$ cat src/rtl/pipeline_ctrl.sv
// Pipeline hazard/stall controller: RUN / MEMWAIT / ERROR FSM driving latch enables and flushes.
// Optional stall cycle counter enabled by defining PIPELINE_CTRL_STALL_COUNT_EN.
module pipeline_ctrl #(
    parameter int unsigned MEM_TIMEOUT = 15
) (
    input  logic       clock,
    input  logic       reset,
    input  logic [4:0] id_rs,
    input  logic [4:0] id_rt,
    input  logic [4:0] ex_rt,
    input  logic       ex_memread,
    input  logic       exmem_branch,
    input  logic       exmem_jump,
    input  logic       exmem_zero,
    input  logic       exmem_memread,
    input  logic       exmem_memwrite,
    input  logic       mem_ready,
    output logic       pc_write,
    output logic       ifid_write,
    output logic       idex_write,
    output logic       exmem_write,
    output logic       ifid_flush,
    output logic       idex_flush,
    output logic       exmem_flush,
    output logic       pc_src,
    output logic       mem_req,
    output logic       mem_error,
    output logic       busy
`ifdef PIPELINE_CTRL_STALL_COUNT_EN
    ,
    output logic [15:0] stall_count
`endif
);

    typedef enum logic [1:0] {RUN, MEMWAIT, ERROR} state_t;

    state_t     state, state_next;
    logic [7:0] wait_cnt, wait_cnt_next;
    logic       mem_error_q, mem_error_next;
    logic       access, taken, load_use, resolve;

    assign access   = exmem_memread | exmem_memwrite;
    assign taken    = (exmem_branch & exmem_zero) | exmem_jump;
    assign load_use = ex_memread & (ex_rt != 5'd0) & ((ex_rt == id_rs) | (ex_rt == id_rt));
    // Cycles in which the pipeline advances: RUN without a new stall, or the MEMWAIT completion cycle.
    assign resolve  = ((state == RUN) & ~(access & ~mem_ready)) | ((state == MEMWAIT) & mem_ready);

    always_ff @(posedge clock or posedge reset) begin
        if (reset) begin
            state       <= RUN;
            wait_cnt    <= '0;
            mem_error_q <= 1'b0;
        end else begin
            state       <= state_next;
            wait_cnt    <= wait_cnt_next;
            mem_error_q <= mem_error_next;
        end
    end

    always_comb begin
        state_next     = state;
        wait_cnt_next  = wait_cnt;
        mem_error_next = mem_error_q;
        case (state)
            RUN: begin
                wait_cnt_next = '0;
                if (access && !mem_ready) begin
                    state_next    = MEMWAIT;
                    wait_cnt_next = 8'd1;
                end
            end
            MEMWAIT: begin
                if (mem_ready) begin
                    state_next    = RUN;
                    wait_cnt_next = '0;
                end else if (wait_cnt == 8'(MEM_TIMEOUT)) begin
                    state_next     = ERROR;
                    mem_error_next = 1'b1;
                end else begin
                    wait_cnt_next = wait_cnt + 8'd1;
                end
            end
            default: begin
                state_next = ERROR;
            end
        endcase
    end

    always_comb begin
        pc_write    = 1'b0;
        ifid_write  = 1'b0;
        idex_write  = 1'b0;
        exmem_write = 1'b0;
        ifid_flush  = 1'b0;
        idex_flush  = 1'b0;
        exmem_flush = 1'b0;
        pc_src      = 1'b0;
        mem_req     = access & (state != ERROR);
        mem_error   = mem_error_q;
        busy        = (state != RUN);
        if (resolve) begin
            pc_write    = 1'b1;
            ifid_write  = 1'b1;
            idex_write  = 1'b1;
            exmem_write = 1'b1;
            if (taken) begin
                pc_src      = 1'b1;
                ifid_flush  = 1'b1;
                idex_flush  = 1'b1;
                exmem_flush = 1'b1;
            end else if (load_use) begin
                pc_write   = 1'b0;
                ifid_write = 1'b0;
                idex_flush = 1'b1;
            end
        end
    end

`ifdef PIPELINE_CTRL_STALL_COUNT_EN
    always_ff @(posedge clock or posedge reset) begin
        if (reset) begin
            stall_count <= '0;
        end else if (!pc_write && stall_count != '1) begin
            stall_count <= stall_count + 16'd1;
        end
    end
`endif

endmodule

$ cat config.mk
export PLATFORM = sky130hd
export DESIGN_NAME = pipeline_ctrl
export DESIGN_NICKNAME = d
export VERILOG_FILES = /design/src/rtl/pipeline_ctrl.sv
export SDC_FILE = /design/constraint.sdc
export NUM_CORES = 1
export LEC_CHECK = 0
export ABC_CLOCK_PERIOD_IN_PS = 2200
export CORE_UTILIZATION = 42
export DETAILED_ROUTE_END_ITERATION = 8
export PLACE_DENSITY = 0.9
export SLEW_MARGIN = 0
export SYNTH_ARGS = -nofsm -noshare
export SYNTH_HDL_FRONTEND = slang
export SYNTH_SLANG_ARGS = --single-unit
$ cat constraint.sdc
create_clock -name clock -period 2.2 [get_ports clock]
set_input_delay 0.44 -clock clock [delete_from_list [all_inputs] [get_ports clock]]
set_output_delay 0.44 -clock clock [all_outputs]
set_load 0.1 [all_outputs]
==> impl_metrics.yaml <==
outcome:
  outcome: "finished clean"
cts:
  tritoncts.num_buffers: 3
  cts-root-buf: "clkbuf_4"
  path_clk_slew_ns: 0.07
  htreeDepth: 1
  insertion_delay_ns: 0.26
  cts_tree: "built"
  post_cts_buffers: 0
  holdBufCountCts: 0
  clockBufferDepth: 2
  clkSinkCount: 11
timing:
  period_needed_ns: 2.154
  rsz0062_at_grt: "no"
  tns_ns: 0
  setup_viol: 0
  worst_slew_pin_slew_ns: 0.4932
  max_freq_mhz: 464.4
  maxSlewHeadroom_pct: 66.87
  slew_violations: 0
  worst_clock_skew_ns: 0.004042
  period_share_pct: 97.89
  hold_viol: 0
detailed_routing:
  drc: 0
  vias: 916
  routed_via_density: 5.872
  avgRoutedWirePerCell_um: 16.63
  first_pass_iters: 4
  detail-route-antenna-nets: 0
  wl_um: 2594
  first_iter_violations: 14
cells_and_area:
  antennaDiodeCount: 0
  mostFrequentLayoutCells: "xor2_1 (10), dfrtp_1 (10), buf_12 (10)"
  syn_to_final_growth_pct: 67.99
  stdcell_area_um2: 1431
  fin_nets: 157
  drive_gt1_share_pct: 36.64
yosys:
  synthXorXnorAreaFrac_pct: 10.28
  yosysWarnings: 0
  synth.mux.area_fraction_pct: 1.175
  synth_top_family_by_area: "simple AND/OR/NAND/NOR gates"
  synth_cell_types: 39
  syn-cell-area_um2: 852.1
  synth_seq_cells: 11
  synth_nets: 116
  synth_compound_area_share_pct: 21.59
  yosys.area_share.adder_pct: 1.468
  seq_area_frac_synth_pct: 32.31
  yosys.area_share.simple_pct: 27.02
  syn_avg_cell_area_um2: 9.363
  synthCells: 91
critical_path:
  r2r-end: "wait_cnt[0]"
  cp_cell_sequence: "buf_2 > or4_4 > o21a_1 > nand2_1 > o21a_4 > buf_12"
  worst-r2r-cell-count: 5
  cpMaxStageDelayCell: "or4_4"
  cpPeakStageDelay_ns: 0.52
  cp-end-kind: "primary output"
  arrival_ns: 1.71
  crit_start: "ex_rt[2]"
  r2r_slack_ns: 0.26
  critical_path.max_fanout: 2
  endpoint: "ifid_write"
  crit_required_ns: 1.76
  critical_path_class: "in2out"
  cp-start-kind: "input port"
  reg2reg_from: "wait_cnt[0]"
floorplanning:
  die_h_um: 47.04
  fp.dieW_um: 47.04
  start_util_pct: 46.80
  coreArea_um2: 1821
  die-area_um2: 2213
  io_pins: 35
  num_rows: 15
grt:
  overflow: 0
  grt_pass1_vias: 917
  grt_pass1_wl_um: 3870
  grt_antenna_before_repair: 0
  grt_max_degree: 15
  track_usage_pct: 25.60
pwr:
  totalPowerFinal_w: 0.0006417
  p_leak_nw: 0.7439
  p_per_area_nw_per_um2: 448.3
  ir_drop_v: 0.0002934
job:
  maxCapViolations: 0
placement:
  gp_congestion: 0.8623
  place_area_um2: 1365
  place_hpwl_um: 1916
  place.port_buffers: 34
hold_path:
  hold_class: "in2async"
kinds of logic (layout without fill, tap and decap cells):
kind of cell / Yosys count / count (layout)
and+or+nand+nor: 34 / 34
adders and majority gates: 1 / 1
muxes: 1 / 1
AOI/OAI and AO/OA: 26 / 26
xor gates and xnor gates: 10 / 10
buffers and inverters: 8 / 48
DFF: 11 / 11
cell usage after synthesis (all sizes together):
cell type	instances	area, um2
a21oi	5	25.02
nor4	1	21.27
a211o	2	18.77
nor3	3	15.01
inv	3	11.26
nor2	8	30.03
dfrtp	11	275.3
buf	5	41.29
a22o	1	8.760
nand2b	3	18.77
or2	1	6.260
nand4b	1	23.77
o21bai	1	7.510
a31o	1	8.760
o31ai	2	15.01
o21ai	4	20.02
or2b	1	7.510
a221o	1	11.26
or4	2	18.77
and2b	1	7.510
a2111oi	1	8.760
o21a	2	15.01
o22ai	2	12.51
o41ai	1	8.760
and2	1	6.260
nor4b	3	32.53
ha	1	12.51
mux2i	1	10.01
xor2	10	87.58
and3	2	15.01
a41oi	1	8.760
a22oi	1	7.510
a21o	1	7.510
nand2	6	22.52
nand3	1	5.000
per-stage QoR:
stage / utilization [%] / hold WS [ns] / worst slack [ns] / instances
floorplan: - / 0.2924 / -0.2193 / 91
global placement: 74.98 / 0.4628 / -0.2289 / 152
detailed placement: 74.98 / 0.4640 / -0.2656 / 152
CTS: 77.39 / 0.4793 / -0.03137 / 156
global route: 78.63 / 0.4876 / 0.006454 / 156
finish: 78.63 / 0.4677 / 0.04646 / 156
worst max-delay path, delay by kind of cell:
kind | cells | cell delay, ns
simple gates | 2 | 0.62
compound gates | 2 | 0.37
buf+inv | 2 | 0.28
per-layer routing:
layer / vias up / GRT usage, % / part of all wire (%)
met3: 12 / 6.154 / 6.1
met5: - / 0 / 0
met2: 55 / 48.06 / 53
met4: 0 / 14.86 / 3.8
li1: 418 / - / -
met1: 431 / 25.30 / 37
area by class of cell:
| class | count | area, um2 |
|---|---|---|
| multi-input cells | 72 | 594.3 |
| well taps | 25 | 31.28 |
| fillers | 109 | 389.1 |
| repair buffers | 41 | 488.0 |
| flip-flops and latches | 11 | 276.5 |
| clock buffers | 4 | 26.28 |
| inverters | 3 | 15.01 |
how the worst min path moves through the flow:
stage	endpoint	from	slack (ns)	cells after the start
2_1_floorplan	mem_error	reset	0.29	1
3_3_place_gp	mem_error	mem_error	0.46	1
3_5_place_dp	mem_error	mem_error	0.46	1
4_1_cts	wait_cnt[6]	reset	0.48	2
5_1_grt	mem_error	mem_error	0.49	1
6_report	wait_cnt[2]	reset	0.47	2
repair_timing:
item	4_1_cts	5_1_grt
gates cloned	0	0
resized for setup	23	14
pin swaps	7	13
endpoints found under the setup margin	8	8
report_power, final:
group	switching [W]	internal [W]	leakage (nW)
Clock	0.0000674	0.0000700	0.0150
Sequential	0.00000691	0.000206	0.149
Combinational	0.000174	0.000117	0.580
flip-flops by register name (all words and copies together), names as in the netlist:
register,cells
mem_error,1
state,2
wait_cnt,8
Note: power is estimated with default switching activity, not from simulation.
